<file path="src/rtl/cmsdk_ahb_flash_pkg.sv">
// Shared constants for the AHB-to-flash line-buffer bridge: FSM encoding,
// AHB transfer/response codes and the wait-state counter width.
package cmsdk_ahb_flash_pkg;
  localparam int WSW = 2;

  localparam logic [1:0] TRN_IDLE   = 2'b00;
  localparam logic [1:0] TRN_BUSY   = 2'b01;
  localparam logic [1:0] TRN_NONSEQ = 2'b10;
  localparam logic [1:0] TRN_SEQ    = 2'b11;

  localparam logic RESP_OKAY  = 1'b0;
  localparam logic RESP_ERROR = 1'b1;

  typedef enum logic [1:0] {
    ST_IDLE  = 2'd0,
    ST_FETCH = 2'd1,
    ST_ERR1  = 2'd2,
    ST_ERR2  = 2'd3
  } state_e;
endpackage

</file>
<file path="src/rtl/cmsdk_flash_line_buffer.sv">
// Single flash-line store: data, tag and valid, word select and invalidate
// tracking so an invalidate seen at any point of a fetch blocks that fill.
module cmsdk_flash_line_buffer #(
  parameter int TW   = 12,
  parameter int LW   = 2,
  parameter int FW   = 128,
  parameter int WSEL = 2
) (
  input  logic            HCLK,
  input  logic            HRESETn,
  input  logic [TW-1:0]   lookup_tag,
  input  logic [WSEL-1:0] word_sel,
  input  logic            fetching,
  input  logic            fill,
  input  logic            inv,
  input  logic [TW-1:0]   fill_tag,
  input  logic [FW-1:0]   fill_data,
  output logic            hit,
  output logic [31:0]     buf_word,
  output logic [31:0]     fill_word
);
  localparam int NW = 1 << LW;

  logic [NW-1:0][31:0] data_q;
  logic [NW-1:0][31:0] fill_words;
  logic [TW-1:0]       tag_q;
  logic                valid_q;
  logic                inv_seen;

  assign fill_words = fill_data;
  assign hit        = valid_q & (tag_q == lookup_tag);

  generate
    if (LW == 0) begin : g_one_word
      logic unused_sel;
      assign unused_sel = ^word_sel;
      assign buf_word   = data_q[0];
      assign fill_word  = fill_words[0];
    end else begin : g_multi_word
      assign buf_word  = data_q[word_sel];
      assign fill_word = fill_words[word_sel];
    end
  endgenerate

  always_ff @(posedge HCLK or negedge HRESETn) begin
    if (!HRESETn) begin
      tag_q    <= '0;
      valid_q  <= 1'b0;
      inv_seen <= 1'b0;
    end else if (fill) begin
      tag_q    <= fill_tag;
      valid_q  <= ~(inv | inv_seen);
      inv_seen <= 1'b0;
    end else begin
      if (inv)            valid_q  <= 1'b0;
      if (inv && fetching) inv_seen <= 1'b1;
    end
  end

  // Data is qualified by valid, so it needs no reset.
  always_ff @(posedge HCLK) begin
    if (fill) data_q <= fill_words;
  end
endmodule

</file>
<file path="src/rtl/cmsdk_ahb_to_flash_linebuf.sv">
// AHB-Lite read-only flash bridge with a one-line buffer: zero-wait hits,
// FLASHWS+1 cycle misses, two-cycle ERROR on writes.
module cmsdk_ahb_to_flash_linebuf
  import cmsdk_ahb_flash_pkg::*;
#(
  parameter int AW = 16,
  parameter int LW = 2
) (
  input  logic                   HCLK,
  input  logic                   HRESETn,
  input  logic                   HSEL,
  input  logic [AW-1:0]          HADDR,
  input  logic [1:0]             HTRANS,
  input  logic [2:0]             HSIZE,
  input  logic [3:0]             HPROT,
  input  logic                   HWRITE,
  input  logic [31:0]            HWDATA,
  input  logic                   HREADY,
  output logic                   HREADYOUT,
  output logic                   HRESP,
  output logic [31:0]            HRDATA,
  input  logic [WSW-1:0]         FLASHWS,
  input  logic                   FLASHINV,
  output logic                   FLASHREQ,
  output logic [AW-3-LW:0]       FLASHADDR,
  input  logic [(32<<LW)-1:0]    FLASHRDATA
);
  localparam int FW   = 32 << LW;
  localparam int TW   = AW - 2 - LW;
  localparam int WSEL = (LW == 0) ? 1 : LW;

  state_e          state;
  logic [WSW-1:0]  cnt;
  logic            rd_pend;
  logic [TW-1:0]   tag_q;
  logic [WSEL-1:0] word_q;
  logic [WSEL-1:0] addr_word;
  logic            act, act_rd, act_wr;
  logic            hit, rd_hit, fetch_act, fill;
  logic [31:0]     buf_word, fill_word;
  logic            unused;

  assign unused = ^{HSIZE, HPROT, HWDATA, HADDR[1:0], HTRANS[0]};

  generate
    if (LW == 0) begin : g_no_word
      assign addr_word = '0;
    end else begin : g_word
      assign addr_word = HADDR[1+LW:2];
    end
  endgenerate

  assign act    = HSEL & HTRANS[1] & HREADY;
  assign act_rd = act & ~HWRITE;
  assign act_wr = act & HWRITE;

  // A miss is handled as a fetch from its very first data-phase cycle.
  assign rd_hit    = (state == ST_IDLE) & rd_pend & hit;
  assign fetch_act = (state == ST_FETCH) | ((state == ST_IDLE) & rd_pend & ~hit);
  assign fill      = fetch_act & (cnt == '0);

  assign HREADYOUT = (state == ST_ERR1) ? 1'b0 : (fetch_act ? (cnt == '0) : 1'b1);
  assign HRESP     = ((state == ST_ERR1) | (state == ST_ERR2)) ? RESP_ERROR : RESP_OKAY;
  assign HRDATA    = rd_hit ? buf_word : (fill ? fill_word : 32'h0);
  assign FLASHREQ  = fetch_act;
  assign FLASHADDR = tag_q;

  always_ff @(posedge HCLK or negedge HRESETn) begin
    if (!HRESETn) begin
      state   <= ST_IDLE;
      cnt     <= '0;
      rd_pend <= 1'b0;
      tag_q   <= '0;
      word_q  <= '0;
    end else begin
      if (HREADY) rd_pend <= act_rd;
      if (act) begin
        tag_q  <= HADDR[AW-1:2+LW];
        word_q <= addr_word;
      end
      // Wait count is captured once per read, so FLASHWS changes mid-fetch are ignored.
      if (fetch_act && cnt != '0) cnt <= cnt - 1'b1;
      else if (act_rd)            cnt <= FLASHWS;
      unique case (state)
        ST_IDLE: begin
          if (fetch_act && cnt != '0) state <= ST_FETCH;
          else if (act_wr)            state <= ST_ERR1;
        end
        ST_FETCH: if (cnt == '0) state <= act_wr ? ST_ERR1 : ST_IDLE;
        ST_ERR1:  state <= ST_ERR2;
        ST_ERR2:  state <= act_wr ? ST_ERR1 : ST_IDLE;
        default:  state <= ST_IDLE;
      endcase
    end
  end

  cmsdk_flash_line_buffer #(.TW(TW), .LW(LW), .FW(FW), .WSEL(WSEL)) u_line (
    .HCLK       (HCLK),
    .HRESETn    (HRESETn),
    .lookup_tag (tag_q),
    .word_sel   (word_q),
    .fetching   (fetch_act),
    .fill       (fill),
    .inv        (FLASHINV),
    .fill_tag   (tag_q),
    .fill_data  (FLASHRDATA),
    .hit        (hit),
    .buf_word   (buf_word),
    .fill_word  (fill_word)
  );

`ifdef ARM_AHB_ASSERT_ON
  a_aw_range: assert property (@(posedge HCLK) (AW >= 8) && (AW <= 32));
  a_lw_range: assert property (@(posedge HCLK) (LW >= 0) && (LW <= 3));
`endif
endmodule

</file>
<file path="config.mk">
export PLATFORM = sky130hd
export DESIGN_NAME = cmsdk_ahb_to_flash_linebuf
export DESIGN_NICKNAME = d
export VERILOG_FILES = /design/src/rtl/cmsdk_ahb_flash_pkg.sv /design/src/rtl/cmsdk_flash_line_buffer.sv /design/src/rtl/cmsdk_ahb_to_flash_linebuf.sv
export SDC_FILE = /design/constraint.sdc
export NUM_CORES = 1
export LEC_CHECK = 0
export CAP_MARGIN = 20
export CORE_MARGIN = 3
export CORE_UTILIZATION = 35
export DETAILED_ROUTE_END_ITERATION = 16
export GPL_TIMING_DRIVEN = 1
export MAX_ROUTING_LAYER = met4
export PLACE_DENSITY = 0.68
export SKIP_LAST_GASP = 1
export SLEW_MARGIN = 30
export SYNTH_ARGS = -nofsm -noshare
export SYNTH_HDL_FRONTEND = slang
export SYNTH_SLANG_ARGS = --single-unit
export TNS_END_PERCENT = 100
</file>
<file path="constraint.sdc">
create_clock -name HCLK -period 4.9 [get_ports HCLK]
set_input_delay 0.98 -clock HCLK [delete_from_list [all_inputs] [get_ports HCLK]]
set_output_delay 0.98 -clock HCLK [all_outputs]
set_load 0.1 [all_outputs]
</file>
After elaboration in Yosys (flattened, before gate mapping)

Cells that the tools add are included.

Eq/ne operators: 6
Bitwise gates (word level): 15
Magnitude comparators: 1
Reduce and logical (&&, ||, !) cells: 9
Add/subtract/negate cells: 1
Mux-type cells: 20

Operators with widths:

| cell                                                 | count |
|---|---|
| binary-select mux 32 bit (select 2 bit)              | 2 |
| 2-to-1 mux 32 bit                                    | 4 |
| equality test 12 bit                                 | 1 |
| 2-to-1 mux 2 bit                                     | 6 |
| bitwise AND 1 bit                                    | 9 |
| case mux 2 bit (4 select lines)                      | 1 |
| nonzero test 2 bit                                   | 4 |
| 2-to-1 mux 1 bit                                     | 7 |
| equality test 2 bit (second input constant)          | 2 |
| logical NOT 2 bit                                    | 2 |
| < comparator 2 x 3 -> 1 bit (second input constant)  | 1 |
| != test 3 x 2 -> 1 bit (second input constant)       | 1 |
| NOT 1 bit                                            | 3 |
| OR 1 bit                                             | 3 |
| equality test 2 x 1 -> 1 bit (second input constant) | 1 |
| logical AND 1 bit                                    | 2 |
| != test 2 x 1 -> 1 bit (second input constant)       | 1 |
| AND reduction 2 bit                                  | 1 |
| subtractor 2 x 1 -> 2 bit (second input constant)    | 1 |

Logic and storage cells: 64
Register bits: 161
Bits of input ports: 193
Output and inout port bits: 47

Logic depth before layout (Yosys ltp)

Depth in word-level cells: 8
Depth in mapped cells: 7
Gate-level depth less buffers: 5

Cells and area by module

A second synthesis with hierarchy kept.

Cell total of the unflattened synthesis: 354
Area, all modules: 7275.7 um^2

Modules (own cells, without submodules):

| module                     | cells an instance | area an instance (um^2) | times used | sequential area each (um^2) |
|---|---|---|---|---|
| cmsdk_flash_line_buffer    | 255               | 6114.6                  | 1          | 4194.0 |
| cmsdk_ahb_to_flash_linebuf | 99                | 1161.1                  | 1          | 475.5 |

Least setup slack after synthesis

No wires, ideal clock.

Kind: reg2out
Start point: reg tag_q[7], in the netlist FLASHADDR[7]
End point: out HRDATA[24]
Stages on the path, launching flop included: 6
Data required time: 3920 ps
Arrival time: 3663 ps
Buffers on the path: 1
Setup slack: 257 ps
Cells stage by stage: dfrtp_1 -> xnor2_1 -> nand4_1 -> nor4_4 -> clkbuf_1 -> o21ai_0

Longest elaborated chain between the ends: 8
Elaborated cells between the ends (all ways): 9
Classes of those cells: 1 x eq/ne; 2 x mux; 6 x bitwise

Ends and longest elaborated chain:

| element                  | RTL line                         | source |
|---|---|---|
| start: declaration       | cmsdk_ahb_to_flash_linebuf.sv:35 | `logic [TW-1:0] tag_q;` |
| start signal: assignment | cmsdk_ahb_to_flash_linebuf.sv:78 | `tag_q <= HADDR[AW-1:2+LW];` |
| equality test 12 bit *   | cmsdk_flash_line_buffer.sv:31    | `assign hit = valid_q & (tag_q == lookup_tag);` |
| bitwise AND 1 bit *      | cmsdk_flash_line_buffer.sv:31    |  |
| NOT 1 bit                | cmsdk_ahb_to_flash_linebuf.sv:59 | `assign fetch_act = (state == ST_FETCH) \| ((state == ST_IDLE) & rd_pend & ~hit);` |
| bitwise AND 1 bit        | cmsdk_ahb_to_flash_linebuf.sv:59 |  |
| OR 1 bit                 | cmsdk_ahb_to_flash_linebuf.sv:59 |  |
| bitwise AND 1 bit        | cmsdk_ahb_to_flash_linebuf.sv:60 | `assign fill = fetch_act & (cnt == '0);` |
| 2-to-1 mux 32 bit        | cmsdk_ahb_to_flash_linebuf.sv:64 | `assign HRDATA = rd_hit ? buf_word : (fill ? fill_word : 32'h0);` |
| 2-to-1 mux 32 bit *      | cmsdk_ahb_to_flash_linebuf.sv:64 |  |
| end: declaration         | cmsdk_ahb_to_flash_linebuf.sv:21 | `output logic [31:0] HRDATA,` |

Mark *: on every way between the ends. The rest lies on a longest branch, timed or not.

Worst setup path after layout

Start point: reg tag_q[7], in the netlist FLASHADDR[7]
End point: out HREADYOUT

Longest elaborated chain between the ends: 7

Ends and longest elaborated chain:

| element                        | RTL line                         | source |
|---|---|---|
| equality test 12 bit           | cmsdk_flash_line_buffer.sv:31    |  |
| bitwise AND 1 bit              | cmsdk_flash_line_buffer.sv:31    |  |
| NOT 1 bit                      | cmsdk_ahb_to_flash_linebuf.sv:59 |  |
| bitwise AND 1 bit              | cmsdk_ahb_to_flash_linebuf.sv:59 |  |
| OR 1 bit                       | cmsdk_ahb_to_flash_linebuf.sv:59 |  |
| 2-to-1 mux 1 bit (2 in series) | cmsdk_ahb_to_flash_linebuf.sv:62 | `assign HREADYOUT = (state == ST_ERR1) ? 1'b0 : (fetch_act ? (cnt == '0) : 1'b1);` |
| end: declaration               | cmsdk_ahb_to_flash_linebuf.sv:19 | `output logic HREADYOUT,` |

No other way between the ends.

==> impl_summary.md <==
Worst hold path
The cell count of the worst hold path is 1. The worst hold path belongs to the class reg2reg.

STA
Hold is met by 482 ps. For the pin with the worst max-slew slack, the measured transition is 1020 ps. The worst path uses between 80% and 90% of the clock period.

The clock skew after layout is around 8.6 ps. Setup violations remaining at the end of the flow were counted as 0. Setup repair after global routing left no endpoint under its margin. Measured against its own limit, the worst slew margin works out to 31.9%. The setup TNS after final layout is 0 ps. The final period demand of the worst path is 3950 ps. The number of max-slew violations in the final report was 0. The final hold violation count came to 0. The highest clock frequency the design can meet is 0.253 GHz.

Floorplan
The initial standard-cell utilization of the core is 36.1%. The die footprint is 22,800 um2. The floorplan step defined a core boundary enclosing 20,400 um2. The die extent in x is 151 um.

The die is about 150 um tall. The placement row count is 52. 240 I/O pins were placed.

Finish
The growth of design area from synthesis to finish is 38.0%. The final instance count without filler cells is 910. Leaving out fill and tap cells, the most frequent cells in the layout are clkdlybuf4s50_1, edfxtp_1, mux4_2. The diode insertion count for antenna repair is 0.

The total number of nets in the final design is 821. The fraction of final layout cells sized beyond drive strength 1 is 26.3%. The most common cell after layout, fill and taps aside is clkdlybuf4s50_1.

Power and ir drop
The total leakage power is 3.47 nW. The total design power is 0.00497 W. The maximum vdd drop is ~0.32 mV. The ratio of total power to cell area is 489 nW/um2.

Worst setup path
The number of cells on the worst reg-to-reg path is 7. The critical path data arrival time is 2970 ps. The critical path required time is roughly 3900 ps. The worst setup path is launched from a register. The worst setup path is captured at an output pin. The setup path with the least slack is of type reg2out. The largest fanout of any net on the critical path is 72.

Synth
The number of distinct library cell variants in the gate-level netlist after synthesis is 32. In this run the cell area of the synthesized design comes to about 7400 um2. In the post-synthesis netlist, the biggest area contributors are edfxtp_1, mux4_2, dfrtp_1.

For this run, the number of Yosys warnings is 0. The average cell area after synthesis is 17.0 um2. The largest total area in the synthesized netlist belongs to edfxtp_1. In the synthesized netlist, the number of instances is 434.

The area fraction of the dominant cell type after synthesis is 52.2%. In this run, synthesis produced a sequential element count of about 160. Synthesis produced a netlist with a net count of 628. Of the synthesized area, sequential elements account for ~63%.

Global route
For this run, global-route usage on met2 was measured as 26.9%. Across every metal layer, demand over resource in global routing totals between 10% and 20%. The largest net degree at the start of global routing is just over 80. Global routing consumed, on the met1 layer, a little over 20% of the routing resources. The initial antenna violation count is 0. The global routing usage on met3 is 4.37%.

The via count of the first global-routing pass is about 4,900. The first-pass GRT wire length is 27,300 um. The total overflow left after global routing is 0. The busiest metal layer after global routing is met2.

Clocking
The CTS tree is done. The buffer cell driving the clock tree root is clkbuf_16. The post-CTS setup repair buffer count is 0.

The clock input transition at the sequential cells of the worst setup and hold paths is around 60 ps. The post-CTS resize count is 0. Counting every sink on the clock net gives 161. The total clock buffers created by CTS is 17. Buffers inserted to repair hold after CTS numbered 0. The maximum level of the CTS H-tree is 4. The clock latency at the later pin of the worst-skew pair is 410 ps.

The clock tree buffer depth is 2.

Detailed routing
The final antenna-violating net count is 0. The post-detailed-route DRC marker count is 0. The pre-antenna-repair detailed-routing pass consisted of 4 iterations.

The average wire length per cell after detail routing is between 15 and 20 um. For this block, the initial DRC count from the detailed router was 208. For this block, the routed nets add up to 17,500 um of wire.

The detailed-route via count is between 4,000 and 5,000. After detailed routing, the number of vias per cell comes to 5.10.

Placed design
The final HPWL from detailed placement is 11,700 um. The count of buffers added on input and output ports is 197. The routability congestion estimate is 0.762.

Once placement completed, the tool counted placed cells totaling 878.

Job
The number of maximum-capacitance constraint violations is 0.

Run status
The flow ran to the end, and the final reports show no timing, DRC or antenna violations.
[layout make-up]
class	instances	area (um2)
Fill cell	1729	10300
Clock buffer	18	429
Multi-Input combinational cell	237	2570
Timing Repair Buffer	206	1990
Sequential cell	161	4670
Tap cell	270	338
Inverter	4	15.0
Clock inverter	14	154
[routing by layer]
metal,vias to the layer above,wire length (um)
li1,2122,-
met1,2347,7250
met2,158,9000
met3,14,1110
met4,0,175
met5,-,0
[where the power goes]
part | internal, W | leakage (nW) | switching, W
sequential | 0.00181 | 1.56 | 0.000150
clock | 0.000757 | 0.274 | 0.000551
combinational | 0.000661 | 1.64 | 0.00104
[synthesized netlist by cell type]
| master | count |
|---|---|
| mux2i_1 | 2 |
| dfrtp_1 | 33 |
| xnor2_1 | 12 |
| mux4_2 | 64 |
| nand3b_1 | 1 |
| ha_1 | 1 |
| a21oi_1 | 1 |
| nand2b_1 | 1 |
| clkbuf_1 | 24 |
| o31ai_1 | 1 |
| nor4_4 | 1 |
| o21ai_0 | 34 |
| o22a_1 | 1 |
| o211ai_1 | 1 |
| buf_4 | 1 |
| nand2_1 | 39 |
| or3_1 | 2 |
| inv_1 | 4 |
| o22ai_1 | 1 |
| buf_2 | 7 |
| mux2_2 | 16 |
| o21bai_1 | 1 |
| nand3_1 | 34 |
| nor2b_1 | 1 |
| nor2_1 | 7 |
| edfxtp_1 | 128 |
| and2_1 | 2 |
| mux2_4 | 9 |
| o41ai_1 | 1 |
| and3_1 | 1 |
| a22oi_1 | 1 |
| nand4_1 | 2 |
[path summary, 6_finish.rpt]
| check | slack [ps] | end | start |
|---|---|---|---|
| worst min-delay path | 480 | u_line.valid_q | u_line.inv_seen |
| min in group asynchronous | 970 | FLASHADDR[5] | HRESETn |
| max in group asynchronous | 3600 | word_q[0] | HRESETn |
| worst min register to register | 480 | u_line.valid_q | u_line.inv_seen |
| worst max-delay path | 950 | HREADYOUT | FLASHADDR[7] |
| worst max register to register | 2130 | u_line.tag_q[8] | FLASHADDR[7] |
[cell families after synthesis]
group,Yosys count,share of synthesized area (%)
simple gates,91,5.81
xor+xnor,12,1.43
mux,91,24.1
flops,161,63.4
compound gates,42,3.11
buf+inv,36,2.00
fa+ha+maj,1,0.170
[metrics by stage]
step	area, um2	util [%]	setup slack, ps
after CTS	10200	49.8	917
final	10200	49.8	950
after detailed placement	9580	46.9	1400
after global placement	9560	46.8	1440
after global routing	10200	49.8	754
after floorplan	7370	-	257
[worst max-delay path, cell delays in order (launching register included)]
cell     delay [ps]
dfrtp_1         430
xnor2_1         200
nand4_1         180
nor4_4          300
buf_4           680
or3_1           290
and2_1          160
buf_4           290
[sequential cells by signal, indices dropped and copies added, names as in the netlist, named ones only]
| register | count |
|---|---|
| u_line.valid_q | 1 |
| u_line.data_q | 128 |
| u_line.inv_seen | 1 |
| state | 1 |
| FLASHADDR | 12 |
| cnt | 2 |
| u_line.tag_q | 12 |
| word_q | 2 |
| rd_pend | 1 |
(Power assumes the default switching activity.)
